--- src/rtl/shell_launcher.sv ---
// -----------------------------------------------------------------------------
// shell_launcher
//
// Projectile controller for the tank game. On a fire request it launches a
// shell from the shooter's world position along the shooter's heading, moves
// it one world unit per tick, and emits a one-cycle tank_hit pulse when the
// shell overlaps the target tank. After a hit it waits for the target to
// respawn (target_reset) or for a lockout timeout before accepting a new fire.
// It also produces a registered per-pixel overlay flag for the shell, using
// the same 8x (column) / 6x (row) world-to-pixel scaling as the icon path.
//
// Ports:
//   clk            system clock
//   reset          synchronous, active-high reset
//   fire           launch request, level-sampled in IDLE only
//   tick           one-cycle movement strobe (one per video frame)
//   ShootX_reg     shooter world X
//   ShootY_reg     shooter world Y
//   ShootInfo_reg  shooter BotInfo; [2:0] is the heading
//   TgtX_reg       target world X
//   TgtY_reg       target world Y
//   target_reset   target icon's tank_reset (respawn indication)
//   pixel_column   current display column
//   pixel_row      current display row
//   tank_hit       one-cycle hit pulse to the target icon (registered)
//   busy           high whenever the launcher is not IDLE (registered)
//   shell_x        shell world X
//   shell_y        shell world Y
//   shell_flag     high when the previous cycle's pixel lay inside the shell
// -----------------------------------------------------------------------------
module shell_launcher #(
  parameter logic [31:0] LOCKOUT_MAX = 32'h03FF_FFFF,
  parameter int          SHELL_SIZE  = 4
) (
  input  logic        clk,
  input  logic        reset,
  input  logic        fire,
  input  logic        tick,
  input  logic [7:0]  ShootX_reg,
  input  logic [7:0]  ShootY_reg,
  input  logic [7:0]  ShootInfo_reg,
  input  logic [7:0]  TgtX_reg,
  input  logic [7:0]  TgtY_reg,
  input  logic        target_reset,
  input  logic [11:0] pixel_column,
  input  logic [11:0] pixel_row,
  output logic        tank_hit,
  output logic        busy,
  output logic [7:0]  shell_x,
  output logic [7:0]  shell_y,
  output logic        shell_flag
);

  typedef enum logic [1:0] {
    ST_IDLE    = 2'd0,
    ST_FLIGHT  = 2'd1,
    ST_HIT     = 2'd2,
    ST_LOCKOUT = 2'd3
  } state_t;

  localparam logic [2:0] HEAD_N = 3'b000;
  localparam logic [2:0] HEAD_E = 3'b010;
  localparam logic [2:0] HEAD_S = 3'b100;
  localparam logic [2:0] HEAD_W = 3'b110;

  localparam logic [11:0] SIZE_PX = 12'(SHELL_SIZE);

  state_t      state_q, state_d;
  logic [2:0]  heading_q, heading_d;
  logic [7:0]  shell_x_q, shell_x_d;
  logic [7:0]  shell_y_q, shell_y_d;
  logic [31:0] lock_cnt_q, lock_cnt_d;
  logic        tank_hit_q, tank_hit_d;
  logic        busy_q, busy_d;
  logic        shell_flag_q, shell_flag_d;

  // ---------------------------------------------------------------------------
  // Step candidate: 9-bit signed so a step off either edge of 0..127 is
  // detectable instead of wrapping.
  // ---------------------------------------------------------------------------
  logic signed [8:0] step_x, step_y;
  logic              step_oob;

  always_comb begin
    step_x = $signed({1'b0, shell_x_q});
    step_y = $signed({1'b0, shell_y_q});
    case (heading_q)
      HEAD_N:  step_y = $signed({1'b0, shell_y_q}) - 9'sd1;
      HEAD_E:  step_x = $signed({1'b0, shell_x_q}) + 9'sd1;
      HEAD_S:  step_y = $signed({1'b0, shell_y_q}) + 9'sd1;
      HEAD_W:  step_x = $signed({1'b0, shell_x_q}) - 9'sd1;
      default: ;
    endcase
    step_oob = (step_x < 9'sd0) || (step_x > 9'sd127) ||
               (step_y < 9'sd0) || (step_y > 9'sd127);
  end

  // ---------------------------------------------------------------------------
  // Overlap with the target box. Upper bounds are formed in 9 bits so a
  // target at 127 (or above) does not wrap to a small value.
  // ---------------------------------------------------------------------------
  logic [8:0] tgt_x_hi, tgt_y_hi;
  logic       overlap;

  always_comb begin
    tgt_x_hi = {1'b0, TgtX_reg} + 9'd1;
    tgt_y_hi = {1'b0, TgtY_reg} + 9'd2;
    overlap  = (shell_x_q >= TgtX_reg) && ({1'b0, shell_x_q} <= tgt_x_hi) &&
               (shell_y_q >= TgtY_reg) && ({1'b0, shell_y_q} <= tgt_y_hi);
  end

  // ---------------------------------------------------------------------------
  // Overlay box origin: sx = x*8+6, sy = y*6+6 (max 1022, fits in 12 bits).
  // ---------------------------------------------------------------------------
  logic [11:0] org_x, org_y;
  logic        in_box;

  always_comb begin
    org_x  = {1'b0, shell_x_q, 3'b000} + 12'd6;
    org_y  = {2'b00, shell_y_q, 2'b00} + {3'b000, shell_y_q, 1'b0} + 12'd6;
    in_box = (pixel_column >= org_x) && (pixel_column < org_x + SIZE_PX) &&
             (pixel_row    >= org_y) && (pixel_row    < org_y + SIZE_PX);
  end

  // ---------------------------------------------------------------------------
  // Next-state and datapath
  // ---------------------------------------------------------------------------
  always_comb begin
    state_d    = state_q;
    heading_d  = heading_q;
    shell_x_d  = shell_x_q;
    shell_y_d  = shell_y_q;
    lock_cnt_d = lock_cnt_q;

    case (state_q)
      ST_IDLE: begin
        // Only the four cardinal headings launch; diagonals are ignored.
        if (fire && (ShootInfo_reg[2:0] == HEAD_N || ShootInfo_reg[2:0] == HEAD_E ||
                     ShootInfo_reg[2:0] == HEAD_S || ShootInfo_reg[2:0] == HEAD_W)) begin
          shell_x_d = ShootX_reg;
          shell_y_d = ShootY_reg;
          heading_d = ShootInfo_reg[2:0];
          state_d   = ST_FLIGHT;
        end
      end

      ST_FLIGHT: begin
        // Hit wins over everything; a tick in the hit cycle leaves the shell put.
        if (overlap) begin
          state_d = ST_HIT;
        end else if (tick) begin
          if (step_oob) begin
            state_d = ST_IDLE;
          end else begin
            shell_x_d = step_x[7:0];
            shell_y_d = step_y[7:0];
          end
        end
      end

      ST_HIT: begin
        state_d    = ST_LOCKOUT;
        lock_cnt_d = '0;
      end

      ST_LOCKOUT: begin
        // The counter holds the number of lockout cycles already completed;
        // leaving when the next count reaches LOCKOUT_MAX gives exactly
        // LOCKOUT_MAX cycles in this state.
        if (target_reset || (lock_cnt_q + 32'd1 >= LOCKOUT_MAX)) begin
          state_d = ST_IDLE;
        end else begin
          lock_cnt_d = lock_cnt_q + 32'd1;
        end
      end

      default: state_d = ST_IDLE;
    endcase

    // Outputs are registered from the next state so they line up with it.
    tank_hit_d   = (state_d == ST_HIT);
    busy_d       = (state_d != ST_IDLE);
    shell_flag_d = (state_q == ST_FLIGHT) && in_box;
  end

  // ---------------------------------------------------------------------------
  // State register
  // ---------------------------------------------------------------------------
  always_ff @(posedge clk) begin
    if (reset) begin
      state_q      <= ST_IDLE;
      heading_q    <= HEAD_N;
      shell_x_q    <= '0;
      shell_y_q    <= '0;
      lock_cnt_q   <= '0;
      tank_hit_q   <= 1'b0;
      busy_q       <= 1'b0;
      shell_flag_q <= 1'b0;
    end else begin
      state_q      <= state_d;
      heading_q    <= heading_d;
      shell_x_q    <= shell_x_d;
      shell_y_q    <= shell_y_d;
      lock_cnt_q   <= lock_cnt_d;
      tank_hit_q   <= tank_hit_d;
      busy_q       <= busy_d;
      shell_flag_q <= shell_flag_d;
    end
  end

  assign tank_hit   = tank_hit_q;
  assign busy       = busy_q;
  assign shell_x    = shell_x_q;
  assign shell_y    = shell_y_q;
  assign shell_flag = shell_flag_q;

endmodule

--- config.mk ---
export PLATFORM = sky130hd
export DESIGN_NAME = shell_launcher
export DESIGN_NICKNAME = d
export VERILOG_FILES = /design/src/rtl/shell_launcher.sv
export SDC_FILE = /design/constraint.sdc
export NUM_CORES = 1
export LEC_CHECK = 0
export ABC_AREA = 1
export ABC_CLOCK_PERIOD_IN_PS = 7800
export BUFFER_PORTS_ARGS = -buffer_cell sky130_fd_sc_hd__buf_2
export CAP_MARGIN = 0
export CORE_MARGIN = 3
export CORE_UTILIZATION = 40
export CTS_CLUSTER_SIZE = 28
export DETAILED_ROUTE_END_ITERATION = 10
export PLACE_DENSITY = 0.68
export SETUP_SLACK_MARGIN = 0.15
export SYNTH_ARGS = -nofsm -noshare
export SYNTH_HDL_FRONTEND = slang
export SYNTH_SLANG_ARGS = --single-unit
--- constraint.sdc ---
create_clock -name clk -period 7.8 [get_ports clk]
set_input_delay 0.78 -clock clk [delete_from_list [all_inputs] [get_ports clk]]
set_output_delay 0.78 -clock clk [all_outputs]
set_load 0.05 [all_outputs]
==> results of run 1 <==
synth_stat cells (3+ instances only):
cell type	number	area [sq um]
xnor2_1	5	43.8
xor2_1	41	359
inv_2	5	18.8
nor3_1	25	125
o21bai_1	6	45.0
buf_6	7	78.8
nor2_2	3	18.8
buf_2	5	25.0
nor2_1	134	503
a21oi_1	81	405
o21ai_0	46	230
nand2_2	4	25.0
nand4_1	17	106
clkbuf_1	12	45.0
nor2_4	3	33.8
nand3_2	3	30.0
nand2_1	280	1050
dfxtp_1	56	1120
a21o_1	3	22.5
nor3b_1	4	30.0
inv_1	126	473
ha_1	97	1210
nand3_1	77	385
a22oi_1	3	22.5
o22ai_1	3	18.8
nand3b_1	15	113
cells by family (layout without fill, tap and decap cells):
| family | after synthesis | in the layout | synth area share [%] |
|---|---|---|---|
| AND/OR/NAND/NOR | 573 | 573 | 37.0 |
| buffers and inverters | 160 | 221 | 9.76 |
| AO/OA/AOI/OAI | 153 | 153 | 12.3 |
| adder cells (fa/ha/maj) | 98 | 98 | 18.2 |
| flip-flops | 56 | 56 | 16.6 |
| XOR/XNOR | 47 | 47 | 6.19 |
metal layers:
layer  vias to the layer above  GRT usage (%)
met5                         -              0
met4                         0           5.38
met2                       157           32.3
met3                        20           2.22
li1                       3686              -
met1                      3102           26.9
report_power, final:
group	leakage, uW	internal, uW	switching [uW]
combinational	0.00314	151	253
clock	0.0000667	118	110
sequential	0.000455	296	27.3
total	0.00366	564	390
metrics by stage:
stage	setup WS (ps)	hold slack [ps]	instances	util, %
6_report	3720	460	1364	45.7
5_1_grt	3300	477	1364	45.7
4_1_cts	3730	463	1364	45.7
3_5_place_dp	3750	452	1357	44.9
3_3_place_gp	3800	451	1357	44.9
2_1_floorplan	4390	436	1087	-
flip-flops by register name, summed over array words and instances, names as in the netlist:
name / count
shell_y: 8
lock_cnt_q: 32
shell_flag: 1
heading_q: 3
state_q: 2
busy: 1
shell_x: 8
tank_hit: 1
cell type report:
cell class	instances	share of cell area, %
Multi-Input combinational cell	871	67.2
Sequential cell	56	15.1
Inverter	133	6.73
Timing Repair Buffer	81	5.47
Tap cell	216	3.64
Clock buffer	6	1.74
Clock inverter	1	0.0675
worst max-delay path: stages (launching register included):
cell	delay, ps
dfxtp_1	370
nor2_1	640
inv_1	300
nor2_1	260
inv_1	190
ha_1	400
inv_1	80
o21bai_1	190
a21oi_1	110
nand3_1	80
nand3_1	70
o21ai_0	230
nand3_2	160
nor2_4	120
nand4_4	260
nand2_4	290
nand2_1	70
nand2_1	60
nor2_1	60
final timing paths:
kind,cells after the start,end,startpoint
max,18,shell_y[7]$_SDFFE_PP0P_,heading_q[1]$_SDFFE_PP0P_
min,2,lock_cnt_q[31]$_SDFFE_PP0P_,lock_cnt_q[31]$_SDFFE_PP0P_
min reg2reg,2,lock_cnt_q[31]$_SDFFE_PP0P_,lock_cnt_q[31]$_SDFFE_PP0P_
max reg2reg,18,shell_y[7]$_SDFFE_PP0P_,heading_q[1]$_SDFFE_PP0P_
==> impl_metrics.toml, run 1 <==
[pwr]
p_per_area_nw_per_um2 = 129
ir_drop_uv = 87.1
p_leak_uw = 0.00366
power_uw = 954

[timing]
relSlewSlack_pct = 38.0
setup_viol = 0
drv_slew = 0
fin_crit_ps = 4080
post-route-period-util_pct = 52.3
fmax_mhz = 245
worstMarginPinSlew_ps = 925
rsz0062_at_grt = "false"
skew_ps = 7.54
tns_ps = 0
hold_viol = 0

[die]
initial_utilization_pct = 41.7
die_h_um = 136
core_area_sq_um = 16200
io_pins = 88
dieArea_sq_um = 18500
die_w_um = 136
num_rows = 46

[synth]
yosys_register_bits = 56
ys_warn_count = 0
ys_types = 44
synth_nets = 1254
netlist_area_sq_um = 6770
synth_edf_count = 0
synth_top_flop_cell = "dfxtp_1"
synth-async-reset-ratio_pct = 0
syn_area_per_cell_sq_um = 6.23
yosysSeqAreaShare_pct = 16.6
synthCells = 1087

[clocking]
tritoncts = "yes"
cts_buffers = 5
ctsResizeCount = 0
path_clk_slew_ps = 70
hold_buffers = 0
clk_latency_ps = 300
cts.sinks = 56
clock_path_buffers = 2
post-cts-setup-buffers = 0
root_buffer = "clkbuf_16"
htree_levels = 2

[cells_and_area]
syn_to_final_growth_pct = 9.58
final_nets = 1315
final_area_sq_um = 7420
fillers = 1770
seq_area_sq_um = 1120
antennaDiodeCount = 0
final_cell_mix = "nand2_1, nor2_1, inv_1, ha_1"
multi_input_area_sq_um = 4990
layout-drive-gt1-share_pct = 9.84
final_common_cell = "nand2_1"

[drt]
top_layer = "met4"
wl_um = 17800
drc_errors = 0
wl_per_cell_um = 13.1
wl_met1_um = 8730
vias_per_cell = 5.11
vias = 6965
wl_met3_um = 813
dr_wl_met2_um = 7970
firstDrtPassIters = 5
final_antenna_net_count = 0
drt_iter0_markers = 461

[grt]
grt_max_degree = 36
overflow = 0
grt_use_total_pct = 19.6
grt_pass1_wl_um = 30000
antenna_found_initial = 0
grt_pass1_vias = 6436

[setup_path]
cp.arrival_ps = 4270
required_ps = 7990
startpoint_type = "flop"
rrSetupSlack_ps = 3720
setup.worst_path.class = "flop to flop"
crit_fanout = 18
cp-end-kind = "flop"

[placement]
placed_area_sq_um = 7280
port_buffers = 81
hpwl_um = 14000
gp_congestion = 0.917

[min_path]
hp-class = "flop to flop"

[job]
cap_violations = 0

[run_status]
run_status = "complete, no violations"
No activity file was read; power rests on OpenSTA's default activity.
==> inputs of run 2 (changes only) <==
- ABC_CLOCK_PERIOD_IN_PS: 7800 -> 4100
- clock period: 7.8 -> 4.1 ns (I/O delays scaled with it)
==> run 2 against run 1 <==
Against the previous run: clock skew is 1.5 ps lower; critical path type unchanged; cell area is 0.78% higher; flip-flop and latch count stayed put; total power is 93% higher; non-clock buffer count is 5 higher; critical endpoint is now shell_flag$_SDFF_PP0_; worst setup slack worse by 3200 ps.
==> impl_metrics.toml, run 2 (synthesized netlist as in run 1, its figures left out) <==
[setup_path]
crit_start = "shell_y[3]$_SDFFE_PP0P_"
cp.arrival_ps = 3770
endpoint = "shell_flag$_SDFF_PP0_"
rrSetupSlack_ps = 550
r2r_start = "shell_y[3]$_SDFFE_PP0P_"
rr_endpoint = "shell_flag$_SDFF_PP0_"
crit_fanout = 8
rr_worst_depth = 16
setup.worst_path.class = "flop to flop"
cp-end-kind = "flop"
startpoint_type = "flop"
required_ps = 4320

[cells_and_area]
syn_to_final_growth_pct = 10.4
final_common_cell = "nand2_1"
largest_reg_flops = 32
fillers = 1754
final_area_sq_um = 7470
final_cell_mix = "nand2_1, nor2_1, inv_1, ha_1"
finish.utilization_pct = 46.0
final_nets = 1320
layout-drive-gt1-share_pct = 10.3
regMostFlops = "lock_cnt_q"

[pwr]
sw_frac_of_total_pct = 40.3
clkPwrFrac_pct = 24.3
ir_drop_uv = 152
p_comb_share_pct = 42.5
p_per_area_nw_per_um2 = 246
p_leak_uw = 0.00369
pwr-share-seq_pct = 33.1
p_sw_uw = 741
p_int_uw = 1100

[drt]
wl_um = 17600
drt_iter0_markers = 563
vias_per_cell = 5.14
final_antenna_net_count = 0
drc_errors = 0
wl_per_cell_um = 12.9
firstDrtPassIters = 5
vias = 7046

[die]
num_rows = 46
io_pins = 88
die_w_um = 136
die_h_um = 136
initial_utilization_pct = 41.7
core_area_sq_um = 16200
dieArea_sq_um = 18500

[timing]
skew_ps = 6.02
rsz0062_at_grt = "false"
fin_ws_ps = 547
relSlewSlack_pct = 48.7
fin_crit_ps = 3550
setup_viol = 0
fmax_mhz = 281
tns_ps = 0
post-route-period-util_pct = 86.7
timing.hold.ws_ps = 417
drv_slew = 0
hold_viol = 0
worstMarginPinSlew_ps = 767

[clocking]
htree_levels = 2
tritoncts = "yes"
clock_path_buffers = 2
cts.sinks = 56
clk_latency_ps = 300
cts_buffers = 5
path_clk_slew_ps = 70
root_buffer = "clkbuf_16"

[grt]
antenna_found_initial = 0
grt_use_total_pct = 19.3
overflow = 0
grt_pass1_vias = 6416
grt_max_degree = 36
grt_pass1_wl_um = 30000

[run_status]
run_status = "complete, no violations"

[placement]
hpwl_um = 13800
port_buffers = 81
gp_congestion = 0.913
place_ws_ps = 578
placed_area_sq_um = 7320

[min_path]
hp-class = "primary input to flop"

[job]
cap_violations = 0
[run 2: worst min-delay path by stage]
stage / startpoint / endpoint / depth (start not counted) / slack (ps)
floorplan: lock_cnt_q[31]$_SDFFE_PP0P_ / lock_cnt_q[31]$_SDFFE_PP0P_ / 2 / 440
global placement: lock_cnt_q[31]$_SDFFE_PP0P_ / lock_cnt_q[31]$_SDFFE_PP0P_ / 2 / 450
detailed placement: lock_cnt_q[31]$_SDFFE_PP0P_ / lock_cnt_q[31]$_SDFFE_PP0P_ / 2 / 450
CTS: ShootInfo_reg[2] / heading_q[2]$_SDFFE_PP0P_ / 3 / 400
global route: ShootInfo_reg[2] / heading_q[2]$_SDFFE_PP0P_ / 3 / 460
finish: ShootInfo_reg[2] / heading_q[2]$_SDFFE_PP0P_ / 3 / 420
[run 2: through the flow]
step | instances | total power (uW)
final | 1371 | 1840
after global routing | 1370 | 2000
after CTS | 1370 | 1850
after detailed placement | 1362 | 1400
after global placement | 1362 | 1380
after floorplan | 1087 | 1210
[run 2: power by group through the flow]
stage                     Clock (uW)  Sequential [uW]  Combinational, uW
final                            448              610                782
after global placement             0              622                760
after floorplan                    0              659                547
after global routing             479              615                904
after CTS                        462              609                781
after detailed placement           0              622                776
[run 2: cell type report]
| type | count | area, sq um | area share (%) |
|---|---|---|---|
| diodes | 1 | 2.50 | 0.0335 |
| inverters | 133 | 499 | 6.68 |
| flip-flops and latches | 56 | 1120 | 15.0 |
| multi-input cells | 871 | 4990 | 66.8 |
| clock buffers | 8 | 146 | 1.96 |
| repair buffers | 86 | 443 | 5.93 |
| well taps | 216 | 270 | 3.62 |
[run 2: routing by layer]
layer | vias to the layer above | global-route usage, % | part of all wire, %
met3 | 23 | 1.81 | 4.6
met1 | 3166 | 27.3 | 49
li1 | 3689 | - | -
met5 | - | 0 | 0
met4 | 0 | 3.42 | 1.6
met2 | 168 | 32.3 | 44
[run 2: timing repair]
action | in CTS | in global routing
gates resized for setup | 0 | 1
hold buffers | 0 | 0
endpoints found under the hold margin | 0 | 0
endpoints found under the setup margin | 0 | 1
setup buffers | 0 | 0
[run 2: critical path: stages (launching register included)]
cell and delay, ps:
dfxtp_1 550, ha_1 310, ha_1 340, a21oi_1 90, o21bai_1 210, a21oi_1 100
o21bai_1 220, xor2_1 350, inv_1 70, nand3_1 120, xor2_1 160, ha_1 260
a21oi_1 130, o21ai_0 120, a21oi_1 140, nand4_1 150, nor3_1 150
==> inputs of run 3 (changes only) <==
- ABC_CLOCK_PERIOD_IN_PS: 4100 -> unset
- CTS_BUF_LIST: unset -> sky130_fd_sc_hd__clkbuf_8
==> run 3 against run 2 <==
Against the previous run: clock power shrank 27%; clock-buffer cell count shrank 2; core utilization shrank 0.37 points; via count shrank 0.21%; clock skew grew 4.6 ps; critical path type unchanged; highest routed layer unchanged; worst setup slack gained 1.6 ps.
==> impl_metrics.toml, run 3 (synthesized netlist as in run 1, its figures left out) <==
[grt]
grt_use_total_pct = 19.4
grt_max_degree = 36
overflow = 0
grt_pass1_wl_um = 30100
antenna_found_initial = 0
grt_pass1_vias = 6394

[timing]
worstMarginPinSlew_ps = 756
relSlewSlack_pct = 49.4
fin_crit_ps = 3550
drv_slew = 0
setup_viol = 0
hold_viol = 0
tns_ps = 0
rsz0062_at_grt = "false"
skew_ps = 10.6
fmax_mhz = 282
post-route-period-util_pct = 86.6

[min_path]
min-delay-start = "ShootInfo_reg[2]"
worstHoldEndpoint = "heading_q[2]$_SDFFE_PP0P_"
hp-class = "primary input to flop"
hold_depth = 3

[pwr]
ir_drop_uv = 153
p_per_area_nw_per_um2 = 232
p_leak_uw = 0.00368

[setup_path]
startpoint_type = "flop"
slowest_stage = "dfxtp_1"
worstPathCellList = "ha_1 -> ha_1 -> a21oi_1 -> o21bai_1 -> a21oi_1 -> o21bai_1 -> xor2_1 -> inv_1 -> nand3_1 -> xor2_1 -> ha_1 -> a21oi_1 -> o21ai_0 -> a21oi_1 -> nand4_1 -> nor3_1"
rrSetupSlack_ps = 550
rr_endpoint = "shell_flag$_SDFF_PP0_"
setup.worst_path.class = "flop to flop"
cpMostUsedCell = "a21oi_1"
required_ps = 4350
critPathMaxStageDelay_ps = 560
crit_fanout = 8
rr_worst_depth = 16
cp-end-kind = "flop"
cp.arrival_ps = 3800
r2r_start = "shell_y[3]$_SDFFE_PP0P_"

[cells_and_area]
syn_to_final_growth_pct = 9.54
fillers = 1766
layout-drive-gt1-share_pct = 10.3
final_cell_mix = "nand2_1, nor2_1, inv_1, ha_1"
regMostFlops = "lock_cnt_q"
final_common_cell = "nand2_1"
final_area_sq_um = 7410
final_nets = 1320
largest_reg_flops = 32

[drt]
dr_wl_met2_um = 7900
wl_per_cell_um = 12.9
vias_per_cell = 5.13
wl_um = 17700
firstDrtPassIters = 6
top_layer = "met4"
wl_met3_um = 900
drc_errors = 0
wl_met1_um = 8680
vias = 7031
final_antenna_net_count = 0
drt_iter0_markers = 512

[run_status]
run_status = "complete, no violations"

[clocking]
root_buffer = "clkbuf_8"
cts.sinks = 56
clock_path_buffers = 2
tritoncts = "yes"
post-cts-setup-buffers = 0
path_clk_slew_ps = 100
cts_buffers = 5
htree_levels = 2
clk_latency_ps = 330

[die]
die_w_um = 136
core_area_sq_um = 16200
die_h_um = 136
initial_utilization_pct = 41.7
io_pins = 88
num_rows = 46
dieArea_sq_um = 18500

[job]
cap_violations = 0

[placement]
placed_area_sq_um = 7320
gp_congestion = 0.913
hpwl_um = 13800
port_buffers = 81
## run 3: changes by cell type in the layout (fill, tap and decap cells not counted)
cell / before / now
nor3b_2: 1 / 0
clkbuf_1: 2 / 0
nor3b_1: 3 / 4
dfxtp_1: 56 / 55
clkbuf_8: 1 / 6
dfxtp_2: 0 / 1
clkbuf_16: 5 / 0
inv_1: 126 / 128
## run 3: worst max-delay path by stage
| stage | startpoint | to | slack [ps] |
|---|---|---|---|
| 2_1_floorplan | shell_y[0]$_SDFFE_PP0P_ | shell_flag$_SDFF_PP0_ | 690 |
| 3_3_place_gp | shell_y[1]$_SDFFE_PP0P_ | shell_flag$_SDFF_PP0_ | 620 |
| 3_5_place_dp | shell_y[2]$_SDFFE_PP0P_ | shell_flag$_SDFF_PP0_ | 580 |
| 4_1_cts | shell_y[3]$_SDFFE_PP0P_ | shell_flag$_SDFF_PP0_ | 550 |
| 5_1_grt | shell_y[3]$_SDFFE_PP0P_ | shell_flag$_SDFF_PP0_ | 200 |
| 6_report | shell_y[3]$_SDFFE_PP0P_ | shell_flag$_SDFF_PP0_ | 550 |
## run 3: worst max-delay path: cells and delay by family (launching register included)
family | cells | cell delay (ps)
AOI/OAI and AO/OA | 7 | 1010
adders and majority gates | 3 | 910
DFF | 1 | 560
xor gates and xnor gates | 2 | 510
and+or+nand+nor | 3 | 420
buffers and inverters | 1 | 70
## run 3: where the power goes
| part | switching (uW) | total [uW] | internal (uW) | leakage [uW] |
|---|---|---|---|---|
| Sequential | 47.1 | 610 | 563 | 0.000455 |
| Combinational | 491 | 783 | 291 | 0.00317 |
| Clock | 193 | 326 | 134 | 0.0000538 |
| Total | 731 | 1720 | 988 | 0.00368 |
## run 3: layout make-up
class,count,area (sq um),share of cell area (%)
antenna,1,2.50,0.0338
clock buffer,6,82.6,1.11
clock inverter,2,7.51,0.101
inverter,133,499,6.73
multi-input combinational,871,4990,67.3
sequential,56,1120,15.1
tap,216,270,3.65
timing repair buffer,86,443,5.97
## run 3: layer usage
metal,track usage (%),vias to the layer above
li1,-,3698
met1,27.4,3144
met2,32.5,174
met3,1.92,15
met4,3.36,0
met5,0,-
## run 3: stage by stage
step / hold WS, ps / std cells / setup slack, ps / utilization, % / power [uW]
global placement: 451 / 1362 / 624 / 45.1 / 1380
finish: 388 / 1371 / 549 / 45.7 / 1720
global route: 428 / 1370 / 204 / 45.7 / 1870
CTS: 369 / 1370 / 546 / 45.7 / 1730
detailed placement: 454 / 1362 / 578 / 45.1 / 1400
floorplan: 436 / 1087 / 688 / - / 1210
## run 3: repair_timing
action,CTS,global route
hold buffers,0,0
setup endpoints to repair,0,1
gates resized for setup,0,1
